==> src/rtl/tcp_pkg.sv <==
// ============================================================================
// Module      : tcp_pkg
// Description : Shared types, flag constants and helpers for the TCP TX path.
// Revision    : 1.0 - initial release
// ============================================================================
`default_nettype none

package tcp_pkg;

    typedef enum logic [2:0] {
        TX_MSG_SEND_SYN  = 3'd0,
        TX_MSG_SEND_ACK  = 3'd1,
        TX_MSG_SEND_DATA = 3'd2,
        TX_MSG_SEND_FIN  = 3'd3,
        TX_MSG_SEND_RST  = 3'd4
    } tx_msg_t;

    typedef enum logic [1:0] {
        TX_IDLE = 2'd0,
        TX_HDR  = 2'd1,
        TX_DONE = 2'd2
    } tx_state_t;

    localparam logic [7:0] TCP_FLAG_FIN = 8'h01;
    localparam logic [7:0] TCP_FLAG_SYN = 8'h02;
    localparam logic [7:0] TCP_FLAG_RST = 8'h04;
    localparam logic [7:0] TCP_FLAG_PSH = 8'h08;
    localparam logic [7:0] TCP_FLAG_ACK = 8'h10;

    // Unknown encodings collapse to a plain ACK so downstream logic sees only legal types.
    function automatic tx_msg_t tx_msg_norm(input tx_msg_t m);
        tx_msg_t r;
        case (m)
            TX_MSG_SEND_SYN, TX_MSG_SEND_ACK, TX_MSG_SEND_DATA,
            TX_MSG_SEND_FIN, TX_MSG_SEND_RST: r = m;
            default:                          r = TX_MSG_SEND_ACK;
        endcase
        return r;
    endfunction

    function automatic logic [7:0] tx_msg_flags(input tx_msg_t m);
        logic [7:0] f;
        case (m)
            TX_MSG_SEND_SYN:  f = TCP_FLAG_SYN;
            TX_MSG_SEND_DATA: f = TCP_FLAG_PSH | TCP_FLAG_ACK;
            TX_MSG_SEND_FIN:  f = TCP_FLAG_FIN | TCP_FLAG_ACK;
            TX_MSG_SEND_RST:  f = TCP_FLAG_RST;
            default:          f = TCP_FLAG_ACK;
        endcase
        return f;
    endfunction

endpackage

`default_nettype wire

==> src/rtl/tcp_iss_lfsr.sv <==
// ============================================================================
// Module      : tcp_iss_lfsr
// Description : Free-running 32-bit Galois LFSR used as the ISS source.
//               Only compiled when TCP_TX_ISS_LFSR_EN is defined.
// Revision    : 1.0 - initial release
// ============================================================================
`default_nettype none

`ifdef TCP_TX_ISS_LFSR_EN
module tcp_iss_lfsr #(
    parameter logic [31:0] SEED = 32'hACE1_2345,
    parameter logic [31:0] POLY = 32'h8020_0003
) (
    input  logic        i_clk,
    input  logic        i_rst,
    output logic [31:0] o_value
);

    logic [31:0] lfsr_q;
    logic [31:0] lfsr_d;

    always_comb begin
        lfsr_d = {1'b0, lfsr_q[31:1]} ^ (lfsr_q[0] ? POLY : 32'h0);
    end

    always_ff @(posedge i_clk) begin
        if (i_rst) begin
            lfsr_q <= SEED;
        end else begin
            lfsr_q <= lfsr_d;
        end
    end

    assign o_value = lfsr_q;

endmodule
`endif

`default_nettype wire

==> src/rtl/tcp_tx_ctrl.sv <==
// ============================================================================
// Module      : tcp_tx_ctrl
// Description : TCP transmit control: latches a request, presents the header
//               field set, and owns SND.NXT. Define TCP_TX_ISS_LFSR_EN to take
//               the ISS from an LFSR instead of the ISS parameter.
// Revision    : 1.0 - initial release
// ============================================================================
`default_nettype none

module tcp_tx_ctrl
    import tcp_pkg::*;
#(
    parameter logic [31:0] ISS       = 32'h0000_1000,
    parameter logic [31:0] LFSR_SEED = 32'hACE1_2345
) (
    input  logic        i_clk,
    input  logic        i_rst,
    input  tx_msg_t     i_tx_msg,
    input  logic        i_tx_msg_valid,
    output logic        o_tx_msg_ack,
    input  logic [31:0] i_ack_number,
    input  logic [15:0] i_source_port,
    input  logic [15:0] i_dest_port,
    input  logic [15:0] i_window_size,
    input  logic [15:0] i_payload_len,
    output logic [31:0] o_seq_number,
    output logic [31:0] o_ack_number,
    output logic [15:0] o_source_port,
    output logic [15:0] o_dest_port,
    output logic [15:0] o_window_size,
    output logic [7:0]  o_flags,
    output logic        o_hdr_valid,
    input  logic        i_hdr_ready,
    output logic [31:0] o_snd_nxt
);

    logic [31:0] w_iss;

`ifdef TCP_TX_ISS_LFSR_EN
    localparam logic [31:0] c_ISS_RST = LFSR_SEED;

    tcp_iss_lfsr #(
        .SEED (LFSR_SEED)
    ) u_iss_lfsr (
        .i_clk   (i_clk),
        .i_rst   (i_rst),
        .o_value (w_iss)
    );

    logic w_unused_iss;
    assign w_unused_iss = ^ISS;
`else
    localparam logic [31:0] c_ISS_RST = ISS;

    assign w_iss = ISS;

    logic w_unused_seed;
    assign w_unused_seed = ^LFSR_SEED;
`endif

    tx_state_t   state_q,   state_d;
    tx_msg_t     msg_q,     msg_d;
    logic [31:0] seq_q,     seq_d;
    logic [31:0] ack_q,     ack_d;
    logic [15:0] sport_q,   sport_d;
    logic [15:0] dport_q,   dport_d;
    logic [15:0] win_q,     win_d;
    logic [15:0] len_q,     len_d;
    logic [7:0]  flags_q,   flags_d;
    logic [31:0] snd_nxt_q, snd_nxt_d;

    tx_msg_t     w_msg_in;

    assign w_msg_in = tx_msg_norm(i_tx_msg);

    always_comb begin
        state_d   = state_q;
        msg_d     = msg_q;
        seq_d     = seq_q;
        ack_d     = ack_q;
        sport_d   = sport_q;
        dport_d   = dport_q;
        win_d     = win_q;
        len_d     = len_q;
        flags_d   = flags_q;
        snd_nxt_d = snd_nxt_q;

        case (state_q)
            TX_IDLE: begin
                if (i_tx_msg_valid) begin
                    msg_d   = w_msg_in;
                    flags_d = tx_msg_flags(w_msg_in);
                    sport_d = i_source_port;
                    dport_d = i_dest_port;
                    win_d   = i_window_size;
                    len_d   = i_payload_len;
                    if (w_msg_in == TX_MSG_SEND_SYN) begin
                        seq_d = w_iss;
                        ack_d = 32'h0;
                    end else begin
                        seq_d = snd_nxt_q;
                        ack_d = i_ack_number;
                    end
                    state_d = TX_HDR;
                end
            end

            TX_HDR: begin
                if (i_hdr_ready) begin
                    // SND.NXT advances only once the header is handed off.
                    case (msg_q)
                        TX_MSG_SEND_SYN:  snd_nxt_d = seq_q + 32'd1;
                        TX_MSG_SEND_FIN:  snd_nxt_d = snd_nxt_q + 32'd1;
                        TX_MSG_SEND_DATA: snd_nxt_d = snd_nxt_q + {16'h0, len_q};
                        TX_MSG_SEND_RST:  snd_nxt_d = w_iss;
                        default:          snd_nxt_d = snd_nxt_q;
                    endcase
                    state_d = TX_DONE;
                end
            end

            TX_DONE: begin
                state_d = TX_IDLE;
            end

            default: begin
                state_d = TX_IDLE;
            end
        endcase
    end

    always_ff @(posedge i_clk) begin
        if (i_rst) begin
            state_q   <= TX_IDLE;
            msg_q     <= TX_MSG_SEND_ACK;
            seq_q     <= 32'h0;
            ack_q     <= 32'h0;
            sport_q   <= 16'h0;
            dport_q   <= 16'h0;
            win_q     <= 16'h0;
            len_q     <= 16'h0;
            flags_q   <= 8'h0;
            snd_nxt_q <= c_ISS_RST;
        end else begin
            state_q   <= state_d;
            msg_q     <= msg_d;
            seq_q     <= seq_d;
            ack_q     <= ack_d;
            sport_q   <= sport_d;
            dport_q   <= dport_d;
            win_q     <= win_d;
            len_q     <= len_d;
            flags_q   <= flags_d;
            snd_nxt_q <= snd_nxt_d;
        end
    end

    assign o_hdr_valid   = (state_q == TX_HDR);
    assign o_tx_msg_ack  = (state_q == TX_DONE);
    assign o_seq_number  = seq_q;
    assign o_ack_number  = ack_q;
    assign o_source_port = sport_q;
    assign o_dest_port   = dport_q;
    assign o_window_size = win_q;
    assign o_flags       = flags_q;
    assign o_snd_nxt     = snd_nxt_q;

endmodule

`default_nettype wire
==> config.mk <==
export PLATFORM = sky130hd
export DESIGN_NAME = tcp_tx_ctrl
export DESIGN_NICKNAME = d
export VERILOG_FILES = /design/src/rtl/tcp_pkg.sv /design/src/rtl/tcp_iss_lfsr.sv /design/src/rtl/tcp_tx_ctrl.sv
export SDC_FILE = /design/constraint.sdc
export NUM_CORES = 1
export LEC_CHECK = 0
export CAP_MARGIN = 5
export CORE_MARGIN = 4
export CORE_UTILIZATION = 66
export CTS_BUF_LIST = sky130_fd_sc_hd__clkbuf_8
export CTS_CLUSTER_SIZE = 8
export DETAILED_ROUTE_END_ITERATION = 10
export DONT_BUFFER_PORTS = 1
export PLACE_DENSITY = 0.92
export SLEW_MARGIN = 20
export SYNTH_ARGS = -nofsm -noshare
export SYNTH_HDL_FRONTEND = slang
export SYNTH_SLANG_ARGS = --single-unit
==> constraint.sdc <==
create_clock -name i_clk -period 4.27 [get_ports i_clk]
set_clock_uncertainty 0.2 [all_clocks]
set_input_delay 1.281 -clock i_clk [delete_from_list [all_inputs] [get_ports i_clk]]
set_output_delay 1.281 -clock i_clk [all_outputs]
set_load 0.05 [all_outputs]
==> impl_results.md <==
* Num CTS Buffers at 17
* CP arrival at 3.86 ns
* Dpl ws at 0.3768 ns
* DIE AREA at 13670 sq um
* Sw power at 0.0009847 W
* # port buffers at 0
* #FFs+latches synth at 170
* Logic pwr share at 6.8%
* Syn avg cell area at 8.009 sq um
* Final nets at 1068
* Synthesis-to-finish area growth at 5.527%
* CP Launch Type: register
* # rows at 39
* Crit-path slowest cell: nor3_1
* Worst-path fanout max at 15
* Share of cells above drive strength 1 at 6.263%
* Mapped Area at 7833 sq um
* Worst-case clock buffer depth at 2
* # DRC at 0
* Leakage power at 3.063 nW
* First-pass GRT wire length at 34.30 mm
* Chip width at 116.9 um
* TritonCTS clock tree: done
* Max cap viols at 0
* Final Cycle Share at 86.35%
* Clk pin slew, worst setup/hold paths at 0.08 ns
* Vias in the first global route at 6536
* Hold Path Class: reg -> reg
* Critical Path RT at 4.45 ns
* Synth cell types at 58
* RSZ-0062 raised after global routing: no
* Detailed Place HPWL at 15.93 mm
* Htree depth at 4
* Layout Utilization at 71.77%
* Hold_buf cts at 0
* Yosys Warn Count at 0
* Core Region at 11520 sq um
* Async S/R FF share, synth at 0%
* Die height at 116.9 um
* Fin. Hold Viols at 0
* Initial Util at 68.01%
* Gr usage total at 31.83%
* Ports at 257
* PD cells at 386.8 nW/um^2
* Clock Power Share at 34.0%
* Final slew viol count at 0
* Detailed Route WL at 22.23 mm
* Max transition margin at 33.63%
* Antenna-violating nets left at 0
* Ys flop type: dfxtp_1
* Post-synthesis sequential area ratio at 43.45%
* Minimum clock period at 3.687 ns
* Post-Synthesis Cells at 978
* Initial antenna violation count at 0
* Fmax at 0.2712 GHz
* EDFF count, synth at 0
* Worst slew pin tran at 0.9935 ns
* CP endpoint kind: register
* Setup Fix Bufs, Post-CTS at 0
* Routability congestion estimate from global placement at 0.9895
* Final-report setup violation count at 0
* Via count at 7222
* Drt first-iter violations at 617
* Clock tree root buffer cell: clkbuf_8
* Via density at 6.559
* Critical path class: reg -> reg
* Pin count of the biggest net entering global routing at 160
* Reg power frac at 59.2%
* Final worst slack at 0.5827 ns
* CP dominant cell by count: nor3_1
* # diodes at 0
* Post-CTS sizing at 0
* VDD IR max at 0.0004034 V
* Num Clock Sinks at 170
* Outcome: completed
* Clk Latency, worst-skew pair at 0.45 ns
* Slowest stage delay, CP at 0.50 ns
* Gr ovfl total at 0
* Worst-path cell chain: nand2b_1 -> nor2_2 -> and2_1 -> ha_1 -> a21oi_1 -> o21ai_0 -> or3b_2 -> nor3_1 -> nor3_1 -> and3_1 -> o221ai_1
* Switching Share at 30.80%
* Int Power at 0.002212 W
* Setup TNS at 0 ns
* Routed len/inst at 20.19 um
* DRT Pass-1 Iters at 6
-- power groups by stage --
stage	logic, W	clock network (W)	registers, W
after floorplan	0.000191	0	0.00191
after global placement	0.000208	0	0.00193
after detailed placement	0.000215	0	0.00193
after CTS	0.000216	0.00110	0.00189
after global routing	0.000247	0.00116	0.00190
final	0.000217	0.00109	0.00189
-- Yosys cell counts (17+ instances only) --
| cell | n | area (sq um) |
|---|---|---|
| a21oi_1 | 101 | 505.5 |
| a22oi_1 | 67 | 503.0 |
| and2_1 | 18 | 112.6 |
| clkbuf_1 | 57 | 214.0 |
| dfxtp_1 | 170 | 3403 |
| ha_1 | 17 | 212.7 |
| nand2_1 | 176 | 660.6 |
| nand3_1 | 30 | 150.1 |
| nand4_1 | 17 | 106.4 |
| nor2_1 | 114 | 427.9 |
| o21ai_0 | 29 | 145.1 |
| xnor2_1 | 24 | 210.2 |
-- flip-flops by register name, summed over array words and instances, names as in the netlist --
| register | flops |
|---|---|
| o_seq_number | 32 |
| o_window_size | 16 |
| len_q | 16 |
| o_flags | 5 |
| msg_q | 3 |
| o_dest_port | 16 |
| state_q | 2 |
| o_ack_number | 32 |
| o_source_port | 16 |
| o_snd_nxt | 32 |
-- path summary, 6_finish.rpt --
path	start	endpoint	slack, ns	cells after the start
setup reg to reg	msg_q[2]	o_snd_nxt[25]	0.58	11
hold reg to reg	len_q[11]	len_q[11]	0.26	2
setup / recovery	msg_q[2]	o_snd_nxt[25]	0.58	11
hold / removal	len_q[11]	len_q[11]	0.26	2
-- cell families after synthesis --
family,synth area share (%)
AO/OA/AOI/OAI,21.69
AND/OR/NAND/NOR,23.58
flip-flops,43.45
XOR/XNOR,4.249
multiplexers,0.1278
adder cells (fa/ha/maj),2.971
buffers and inverters,3.882
other,0.04788
-- per-layer routing --
metal / vias up / GRT usage [%] / wire length [um]
met5: - / 0 / 0
met4: 0 / 11.62 / 646
met3: 56 / 10.90 / 2553
met2: 432 / 50.13 / 10590
met1: 3339 / 40.71 / 8444
li1: 3395 / - / -
-- worst max-delay path: cells and delay by family (launching register included) --
family | cells | cell delay [ns]
AO/OA/AOI/OAI | 3 | 0.43
flip-flops | 1 | 0.36
AND/OR/NAND/NOR | 7 | 2.30
adder cells (fa/ha/maj) | 1 | 0.32
-- layout make-up --
class                           count  area [sq um]
Clock inverter                     11         112.6
Tap cell                          143         178.9
Inverter                            6         22.52
Timing Repair Buffer               17         127.6
Sequential cell                   170          3403
Fill cell                         879          3251
Multi-Input combinational cell    735          4159
Clock buffer                       19         261.5
-- metrics by stage --
| step | power (W) | instances | cell area, sq um | hold slack, ns |
|---|---|---|---|---|
| after CTS | 0.003204 | 1101 | 8263 | 0.2490 |
| after detailed placement | 0.002144 | 1071 | 7889 | 0.2361 |
| final | 0.003197 | 1101 | 8265 | 0.2555 |
| after global routing | 0.003309 | 1101 | 8265 | 0.2837 |
| after floorplan | 0.002097 | 980 | 7840 | 0.2317 |
| after global placement | 0.002136 | 1071 | 7889 | 0.2369 |
-- cell usage in the layout (no fill, tap or decap), types with 10 or more instances in the layout --
master	count
buf_4	17
nand4_1	17
nor3_1	10
ha_1	17
clkbuf_8	19
and2_1	17
a22oi_1	67
a21oi_1	99
nor2_1	113
and3_1	11
xnor2_1	24
nand2_1	175
nand3_1	30
a221oi_1	11
xor2_1	14
dfxtp_1	170
o21ai_0	29
Power figures use the tool's default switching activity.
